===== src/rtl/simd_dispatcher_pkg.sv =====
`default_nettype none
// +--------------------------------------------------------------------+
// | simd_dispatcher_pkg: shared types for the SIMD command dispatcher  |
// | Rev 1.0                                                            |
// +--------------------------------------------------------------------+
package simd_dispatcher_pkg;

  localparam int DEF_PROC_COUNT = 4;
  localparam int DEF_DATA_W     = 32;
  localparam int DEF_ID_W       = 4;

  typedef enum logic [1:0] {
    BEAT_LD1   = 2'd0,
    BEAT_LD2   = 2'd1,
    BEAT_INFO  = 2'd2,
    BEAT_WRITE = 2'd3
  } beat_t;

  typedef enum logic [0:0] {
    ST_IDLE = 1'b0,
    ST_SEND = 1'b1
  } state_t;

  typedef struct packed {
    logic [DEF_DATA_W-1:0] ld1;
    logic [DEF_DATA_W-1:0] ld2;
    logic [DEF_DATA_W-1:0] info;
    logic [DEF_DATA_W-1:0] wr;
    logic [DEF_ID_W-1:0]   id;
  } dispatch_cmd_t;

endpackage
`default_nettype wire


===== src/rtl/simd_dispatcher_if.sv =====
`default_nettype none
// +--------------------------------------------------------------------+
// | simd_dispatcher_if: issuer request, core beat and retire signals   |
// | Rev 1.0                                                            |
// +--------------------------------------------------------------------+
interface simd_dispatcher_if
  import simd_dispatcher_pkg::*;
#(
  parameter int PROC_COUNT = DEF_PROC_COUNT,
  parameter int DATA_W     = DEF_DATA_W,
  parameter int ID_W       = DEF_ID_W
) ();
  localparam int PIDX_W = $clog2(PROC_COUNT);

  logic                  req_valid;
  logic                  req_ready;
  logic [DATA_W-1:0]     req_ld1;
  logic [DATA_W-1:0]     req_ld2;
  logic [DATA_W-1:0]     req_info;
  logic [DATA_W-1:0]     req_wr;
  logic [ID_W-1:0]       req_id;
  logic [PROC_COUNT-1:0] en_arr;
  logic                  beat_valid;
  beat_t                 beat_type;
  logic [DATA_W-1:0]     beat_data;
  logic                  ack;
  logic [PROC_COUNT-1:0] finish;
  logic [PROC_COUNT-1:0] busy;
  logic                  retire_valid;
  logic [ID_W-1:0]       retire_id;
  logic [PIDX_W-1:0]     retire_proc;

  modport master (
    output req_valid, req_ld1, req_ld2, req_info, req_wr, req_id, ack, finish,
    input  req_ready, en_arr, beat_valid, beat_type, beat_data, busy,
           retire_valid, retire_id, retire_proc
  );

  modport slave (
    input  req_valid, req_ld1, req_ld2, req_info, req_wr, req_id, ack, finish,
    output req_ready, en_arr, beat_valid, beat_type, beat_data, busy,
           retire_valid, retire_id, retire_proc
  );

endinterface
`default_nettype wire


===== src/rtl/simd_dispatcher_rr_arbiter.sv =====
`default_nettype none
// +--------------------------------------------------------------------+
// | rr_arbiter: first requester searching from i_ptr+1, wrapping       |
// | Rev 1.0                                                            |
// +--------------------------------------------------------------------+
module rr_arbiter #(
  parameter int N     = 4,
  parameter int IDX_W = $clog2(N)
) (
  input  logic [N-1:0]     i_req,
  input  logic [IDX_W-1:0] i_ptr,
  output logic [N-1:0]     o_grant,
  output logic [IDX_W-1:0] o_grant_idx,
  output logic             o_grant_valid
);

  int w_dist;
  int w_best;

  // Distance 0 is the slot right after the pointer; the pointer itself is last.
  always_comb begin
    o_grant       = '0;
    o_grant_idx   = '0;
    o_grant_valid = 1'b0;
    w_dist        = 0;
    w_best        = N;
    for (int i = 0; i < N; i++) begin
      if (i_req[i]) begin
        w_dist = (i + 2 * N - 1 - int'(i_ptr)) % N;
        if (w_dist < w_best) begin
          w_best        = w_dist;
          o_grant_idx   = IDX_W'(i);
          o_grant_valid = 1'b1;
        end
      end
    end
    if (o_grant_valid) o_grant[o_grant_idx] = 1'b1;
  end

endmodule
`default_nettype wire


===== src/rtl/simd_dispatcher.sv =====
`default_nettype none
// +--------------------------------------------------------------------+
// | simd_dispatcher: sends a command to a free SIMD core as four beats |
// | and serializes core finish pulses into retire events. Rev 1.0      |
// +--------------------------------------------------------------------+
module simd_dispatcher
  import simd_dispatcher_pkg::*;
#(
  parameter int PROC_COUNT = DEF_PROC_COUNT,
  parameter int DATA_W     = DEF_DATA_W,
  parameter int ID_W       = DEF_ID_W
) (
  input  logic              i_clk,
  input  logic              i_rstn,
  simd_dispatcher_if.slave  bus
);

  localparam int PIDX_W = $clog2(PROC_COUNT);

  state_t                         r_state;
  state_t                         w_state_next;
  beat_t                          r_beat_cnt;
  logic [PIDX_W-1:0]              r_grant_idx;
  logic [PIDX_W-1:0]              r_rr_ptr;
  logic [3:0][DATA_W-1:0]         r_payload;
  logic [PROC_COUNT-1:0][ID_W-1:0] r_id;
  logic [PROC_COUNT-1:0]          r_busy;
  logic [PROC_COUNT-1:0]          r_pending;
  logic                           r_retire_valid;
  logic [ID_W-1:0]                r_retire_id;
  logic [PIDX_W-1:0]              r_retire_proc;

  logic                           w_send;
  logic                           w_ready;
  logic                           w_accept;
  logic                           w_beat_done;
  logic [PROC_COUNT-1:0]          w_arb_grant;
  logic [PIDX_W-1:0]              w_arb_idx;
  logic                           w_arb_valid;
  logic [PROC_COUNT-1:0]          w_pend_eff;
  logic [PROC_COUNT-1:0]          w_ret_cand;
  logic [PROC_COUNT-1:0]          w_ret_mask;
  logic [PIDX_W-1:0]              w_ret_idx;
  logic                           w_ret_valid;

  assign w_send      = (r_state == ST_SEND);
  assign w_ready     = (r_state == ST_IDLE) && !(&r_busy);
  assign w_accept    = bus.req_valid && w_ready && w_arb_valid;
  assign w_beat_done = w_send && bus.ack && (r_beat_cnt == BEAT_WRITE);

  rr_arbiter #(
    .N     (PROC_COUNT),
    .IDX_W (PIDX_W)
  ) u_rr_arbiter (
    .i_req         (~r_busy),
    .i_ptr         (r_rr_ptr),
    .o_grant       (w_arb_grant),
    .o_grant_idx   (w_arb_idx),
    .o_grant_valid (w_arb_valid)
  );

  // A finish arriving this cycle is retirable immediately; the core being fed stays put.
  assign w_pend_eff = r_pending | (bus.finish & r_busy);

  always_comb begin
    w_ret_cand  = w_pend_eff;
    w_ret_valid = 1'b0;
    w_ret_idx   = '0;
    w_ret_mask  = '0;
    if (w_send) w_ret_cand[r_grant_idx] = 1'b0;
    for (int i = PROC_COUNT - 1; i >= 0; i--) begin
      if (w_ret_cand[i]) begin
        w_ret_valid = 1'b1;
        w_ret_idx   = PIDX_W'(i);
      end
    end
    if (w_ret_valid) w_ret_mask[w_ret_idx] = 1'b1;
  end

  always_comb begin
    w_state_next = r_state;
    case (r_state)
      ST_IDLE: if (w_accept)    w_state_next = ST_SEND;
      ST_SEND: if (w_beat_done) w_state_next = ST_IDLE;
      default:                  w_state_next = ST_IDLE;
    endcase
  end

  always_ff @(posedge i_clk or negedge i_rstn) begin
    if (!i_rstn) r_state <= ST_IDLE;
    else         r_state <= w_state_next;
  end

  always_ff @(posedge i_clk or negedge i_rstn) begin
    if (!i_rstn) begin
      r_beat_cnt     <= BEAT_LD1;
      r_grant_idx    <= '0;
      r_rr_ptr       <= '0;
      r_payload      <= '0;
      r_id           <= '0;
      r_busy         <= '0;
      r_pending      <= '0;
      r_retire_valid <= 1'b0;
      r_retire_id    <= '0;
      r_retire_proc  <= '0;
    end else begin
      r_busy         <= (r_busy & ~w_ret_mask) | (w_accept ? w_arb_grant : '0);
      r_pending      <= w_pend_eff & ~w_ret_mask;
      r_retire_valid <= w_ret_valid;
      r_retire_id    <= w_ret_valid ? r_id[w_ret_idx] : '0;
      r_retire_proc  <= w_ret_valid ? w_ret_idx : '0;
      if (w_accept) begin
        r_payload            <= {bus.req_wr, bus.req_info, bus.req_ld2, bus.req_ld1};
        r_id[w_arb_idx]      <= bus.req_id;
        r_grant_idx          <= w_arb_idx;
        r_rr_ptr             <= w_arb_idx;
        r_beat_cnt           <= BEAT_LD1;
      end else if (w_send && bus.ack) begin
        r_beat_cnt <= beat_t'(r_beat_cnt + 2'd1);
      end
    end
  end

  assign bus.req_ready    = w_ready;
  assign bus.beat_valid   = w_send;
  assign bus.en_arr       = w_send ? (PROC_COUNT'(1) << r_grant_idx) : '0;
  assign bus.beat_type    = w_send ? r_beat_cnt : BEAT_LD1;
  assign bus.beat_data    = w_send ? r_payload[r_beat_cnt] : '0;
  assign bus.busy         = r_busy;
  assign bus.retire_valid = r_retire_valid;
  assign bus.retire_id    = r_retire_id;
  assign bus.retire_proc  = r_retire_proc;

endmodule
`default_nettype wire


===== src/flat_wrapper.sv =====
// flat-port wrapper written by rule: the top's interface ports become plain ports
module simd_dispatcher_flat import simd_dispatcher_pkg::*;
#(
  parameter int PROC_COUNT = DEF_PROC_COUNT,
  parameter int DATA_W     = DEF_DATA_W,
  parameter int ID_W       = DEF_ID_W
)
  (i_clk, i_rstn, bus_req_valid, bus_req_ld1, bus_req_ld2, bus_req_info, bus_req_wr, bus_req_id, bus_ack, bus_finish, bus_req_ready, bus_en_arr, bus_beat_valid, bus_beat_type, bus_beat_data, bus_busy, bus_retire_valid, bus_retire_id, bus_retire_proc);
  simd_dispatcher_if #(.PROC_COUNT(PROC_COUNT), .DATA_W(DATA_W), .ID_W(ID_W)) bus_i ();
  input  logic i_clk;
  input  logic i_rstn;
  input wire logic [$bits(bus_i.req_valid)-1:0] bus_req_valid;
  input wire logic [$bits(bus_i.req_ld1)-1:0] bus_req_ld1;
  input wire logic [$bits(bus_i.req_ld2)-1:0] bus_req_ld2;
  input wire logic [$bits(bus_i.req_info)-1:0] bus_req_info;
  input wire logic [$bits(bus_i.req_wr)-1:0] bus_req_wr;
  input wire logic [$bits(bus_i.req_id)-1:0] bus_req_id;
  input wire logic [$bits(bus_i.ack)-1:0] bus_ack;
  input wire logic [$bits(bus_i.finish)-1:0] bus_finish;
  output wire logic [$bits(bus_i.req_ready)-1:0] bus_req_ready;
  output wire logic [$bits(bus_i.en_arr)-1:0] bus_en_arr;
  output wire logic [$bits(bus_i.beat_valid)-1:0] bus_beat_valid;
  output wire logic [$bits(bus_i.beat_type)-1:0] bus_beat_type;
  output wire logic [$bits(bus_i.beat_data)-1:0] bus_beat_data;
  output wire logic [$bits(bus_i.busy)-1:0] bus_busy;
  output wire logic [$bits(bus_i.retire_valid)-1:0] bus_retire_valid;
  output wire logic [$bits(bus_i.retire_id)-1:0] bus_retire_id;
  output wire logic [$bits(bus_i.retire_proc)-1:0] bus_retire_proc;
  assign bus_i.req_valid = bus_req_valid;
  assign bus_i.req_ld1 = bus_req_ld1;
  assign bus_i.req_ld2 = bus_req_ld2;
  assign bus_i.req_info = bus_req_info;
  assign bus_i.req_wr = bus_req_wr;
  assign bus_i.req_id = bus_req_id;
  assign bus_i.ack = bus_ack;
  assign bus_i.finish = bus_finish;
  assign bus_req_ready = bus_i.req_ready;
  assign bus_en_arr = bus_i.en_arr;
  assign bus_beat_valid = bus_i.beat_valid;
  assign bus_beat_type = bus_i.beat_type;
  assign bus_beat_data = bus_i.beat_data;
  assign bus_busy = bus_i.busy;
  assign bus_retire_valid = bus_i.retire_valid;
  assign bus_retire_id = bus_i.retire_id;
  assign bus_retire_proc = bus_i.retire_proc;
  simd_dispatcher #(.PROC_COUNT(PROC_COUNT), .DATA_W(DATA_W), .ID_W(ID_W)) u_core (.i_clk(i_clk), .i_rstn(i_rstn), .bus(bus_i));
endmodule

===== config.mk =====
export PLATFORM = sky130hd
export DESIGN_NAME = simd_dispatcher_flat
export DESIGN_NICKNAME = d
export VERILOG_FILES = /design/src/rtl/simd_dispatcher_pkg.sv /design/src/rtl/simd_dispatcher_if.sv /design/src/rtl/simd_dispatcher_rr_arbiter.sv /design/src/rtl/simd_dispatcher.sv /design/src/flat_wrapper.sv
export SDC_FILE = /design/constraint.sdc
export NUM_CORES = 1
export LEC_CHECK = 0
export ABC_CLOCK_PERIOD_IN_PS = 4000
export BUFFER_PORTS_ARGS = -buffer_cell sky130_fd_sc_hd__buf_2
export CORE_AREA = 5 5 113 196
export DETAILED_ROUTE_END_ITERATION = 10
export DIE_AREA = 0 0 118 201
export PLACE_DENSITY = 0.63
export SYNTH_ARGS = -nofsm -noshare
export SYNTH_HDL_FRONTEND = slang
export SYNTH_SLANG_ARGS = --single-unit

===== constraint.sdc =====
create_clock -name i_clk -period 4 [get_ports i_clk]
set_clock_uncertainty 0.2 [all_clocks]
set_input_delay 0.4 -clock i_clk [delete_from_list [all_inputs] [get_ports i_clk]]
set_output_delay 0.4 -clock i_clk [all_outputs]
set_load 0.005 [all_outputs]

==> impl_metrics.csv <==
group,metric,value,unit
sta,worst_slew_pin_slew,0.9766,ns
yosys,synth_edf_count,0,
cells_and_area,final_nets,1232,
yosys,ys_ff_latch,164,
sta,period_needed,3.713,ns
floorplanning,ios,191,
yosys,synth_most_common_cell,"nand2_1",
clock_tree,cts_buffers,17,
detailed_routing,final_antenna_net_count,0,
cells_and_area,drive_above_1_share,0.2634,
detailed_routing,wl_met1,8274,um
grt,grt_antenna_before_repair,3,
yosys,syn_avg_cell_area,9.706,um^2
clock_tree,cts_tree,"yes",
sta,slew_violations,0,
setup_path,worstSetupPathType,"register to register",
detailed_routing,drc,0,
pwr,fin_total_pwr,0.008040,W
detailed_routing,wirelength,22120,um
sta,tns,0,ns
yosys,ys_seq_area_frac,0.5393,
floorplanning,fp.dieH,201,um
clock_tree,clkTransAtPathRegs,0.06,ns
pwr,power.leakage,5.568,nW
job,maxCapViolCount,0,
place,dpl.hpwl,14130,um
sta,setup_viol_count_final,0,
detailed_routing,drtIter0Drc,305,
sta,finalHoldViolations,0,
yosys,synthFlopType,"dfrtp_1",
cells_and_area,utilization,0.5230,
detailed_routing,dr_wl_met2,11670,um
detailed_routing,top_layer_used,"met4",
floorplanning,die_x,118,um
pwr,powerDensity,750.1,mW/mm^2
setup_path,cp_slowest_cell,"dfrtp_1",
clock_tree,root_buffer,"clkbuf_16",
pwr,max-vdd-ir-drop,0.4398,mV
floorplanning,dieArea,0.02372,mm^2
yosys,ys_async_sr_fraction,1.000,
detailed_routing,wl_met3,959,um
place,routabilityCongestion,0.7992,
sta,fin_crit_sh,0.9282,
detailed_routing,first_pass_iters,4,
min_path,hp-class,"primary input to register",
yosys,synthDistinctLibCells,40,
clock_tree,clock-sinks,164,
yosys,synth_top_area_frac,0.5393,
cells_and_area,finalInstanceArea,0.01072,mm^2
clock_tree,ctsLongestPathBuffers,2,
setup_path,critPathArrivalTime,3.81,ns
yosys,synthTopCellsByArea,"dfrtp_1 (54%), nand2_1 (20%), mux4_2 (9.5%)",
grt,grt.total_usage,0.1895,
yosys,syn-num-nets,931,
grt,overflow,0,
outcome,status,"finished, final reports clean",
sta,fmax,269.3,MHz
detailed_routing,vias_per_cell,4.884,
floorplanning,coreArea,0.02049,mm^2
yosys,synth.largest_area_cell,"dfrtp_1",
setup_path,cp_slowest_stage_delay,0.52,ns
grt,grt_max_degree,85,
clock_tree,htree_levels,4,
place,place_ws,0.2618,ns
floorplanning,fp-row-count,70,
yosys,yosysWarningCount,0,
setup_path,end_kind,"register",
setup_path,cp_max_fo,10,
detailed_routing,wl_per_cell,16.36,um
sta,relSlewSlack,0.3489,
detailed_routing,vias,6603,
yosys,netlist_instances,784,
yosys,ys_top_cells_by_count,"nand2_1 (403), dfrtp_1 (164), and2_1 (36)",
sta,grt_setup_unrepaired,"false",
cells_and_area,area_growth,40.86,%
grt,grt_first_pass_wirelength,35870,um
place,port_buffers,190,
setup_path,critPathLaunchType,"register",
setup_path,required,4.10,ns
setup_path,cp_common_cell,"ha_1",
grt,grt_pass1_vias,7211,
cells_and_area,fill_cells,1819,
floorplanning,initial_core_util,0.3713,
yosys,syn_area,0.007610,mm^2
setup_path,path_cells,"inv_1, ha_1, ha_1, a21oi_2, nor2_1, nor2_2, nand2_1, o21ai_0, a22oi_1, ha_1, o311ai_1, a31oi_2, nor2_1, o21ai_2, buf_4, mux2_1",
clock_tree,clk_latency,0.42,ns
place,placed_cell_area,0.008787,mm^2
sta,layout_setup_ws,0.2873,ns
## worst max-delay path: cells and delay by family, from the launching register on
family,cells,cell delay [ns]
AOI/OAI and AO/OA,6,0.79
adders and majority gates,3,0.96
buffers and inverters,2,0.30
DFF,1,0.52
muxes,1,0.33
and+or+nand+nor,4,0.49
## cell type report
| type | count | area (um^2) | share of cell area |
|---|---|---|---|
| clock buffer | 18 | 439.2 | 0.04097 |
| antenna | 3 | 7.507 | 0.0007004 |
| inverter | 5 | 18.77 | 0.001751 |
| sequential | 164 | 4106 | 0.3831 |
| timing repair buffer | 326 | 2333 | 0.2177 |
| clock inverter | 13 | 206.4 | 0.01926 |
| multi-input combinational | 571 | 3292 | 0.3071 |
| tap | 252 | 315.3 | 0.02942 |
## final timing paths
check                                      start  depth (start not counted)  slack, ns                    to
hold reg to reg             u_core.r_payload[64]                          2       0.27  u_core.r_payload[64]
setup / recovery           u_core.r_grant_idx[1]                         16       0.29       u_core.r_id[13]
min in group asynchronous                 i_rstn                          2       0.36  u_core.r_payload[52]
max in group asynchronous                 i_rstn                          3       2.27  u_core.r_payload[36]
setup reg to reg           u_core.r_grant_idx[1]                         16       0.29       u_core.r_id[13]
hold / removal                  bus_req_info[27]                          3       0.02  u_core.r_payload[91]
## metal layers
metal  vias to the layer above  global-route usage
met5                         -                   0
met4                         0              0.1164
met2                       210              0.3310
met1                      3189              0.2045
met3                        83             0.04539
li1                       3121                   -
## stage by stage
| stage | cells | hold WS, ns |
|---|---|---|
| 2_1_floorplan | 784 | -0.09559 |
| 3_3_place_gp | 1190 | 0.2516 |
| 3_5_place_dp | 1190 | 0.2564 |
| 4_1_cts | 1348 | 0.0005977 |
| 5_1_grt | 1352 | 0.002145 |
| 6_report | 1352 | 0.02076 |
## state kept, by name (all words and copies together), names as in the netlist, 2 cells and up
name	cells
u_core.r_id	16
u_core.r_payload	128
u_core.r_beat_cnt	2
u_core.bus.busy	4
u_core.bus.retire_proc	2
u_core.bus.retire_id	4
u_core.r_pending	4
u_core.r_grant_idx	2
## where the power goes
part / internal (W) / switching (W)
logic: 0.00167 / 0.00161
registers: 0.00243 / 0.000539
clock network: 0.00112 / 0.000674
total: 0.00522 / 0.00282
## what timing repair did
item                                    in CTS  in global routing
endpoints found under the setup margin       0                  1
gates resized for setup                      0                  0
hold endpoints to repair                   200                  0
buffers inserted                             0                  1
hold buffers                               127                  0
## cell usage in the layout, fill, tap and decap left out, drive strengths merged
cell         Yosys  final
a21oi           10     10
a2bb2oi          1      1
bufinv           0      5
o311ai           1      1
a31oi            1      1
nand4bb          1      1
nor2b            1      1
a22oi            3      3
clkinvlp         0      2
and3             1      1
nor2            20     20
and2            37     37
nand3            3      3
dlygate4sd3      0    127
dfrtp          164    164
o31a             1      1
a221o            4      4
a21o             2      2
nand2b           4      4
nand3b           1      1
or2              4      4
inv              5      6
o21ai           15     15
mux4            32     32
o31ai            1      1
ha               7      7
mux2            16     16
o221ai           1      1
xor2             1      1
buf             26    199
nand2          403    403
clkbuf          18     18
clkinv           0      5
diode            0      3
## kinds of logic after synthesis
| family | Yosys count | synth area share |
|---|---|---|
| flip-flops | 164 | 0.5393 |
| multiplexers | 48 | 0.1243 |
| XOR/XNOR | 1 | 0.001151 |
| AND/OR/NAND/NOR | 475 | 0.2563 |
| AO/OA/AOI/OAI | 40 | 0.03683 |
| buffers and inverters | 49 | 0.03058 |
| adder cells (fa/ha/maj) | 7 | 0.01151 |
(Power assumes the default switching activity.)
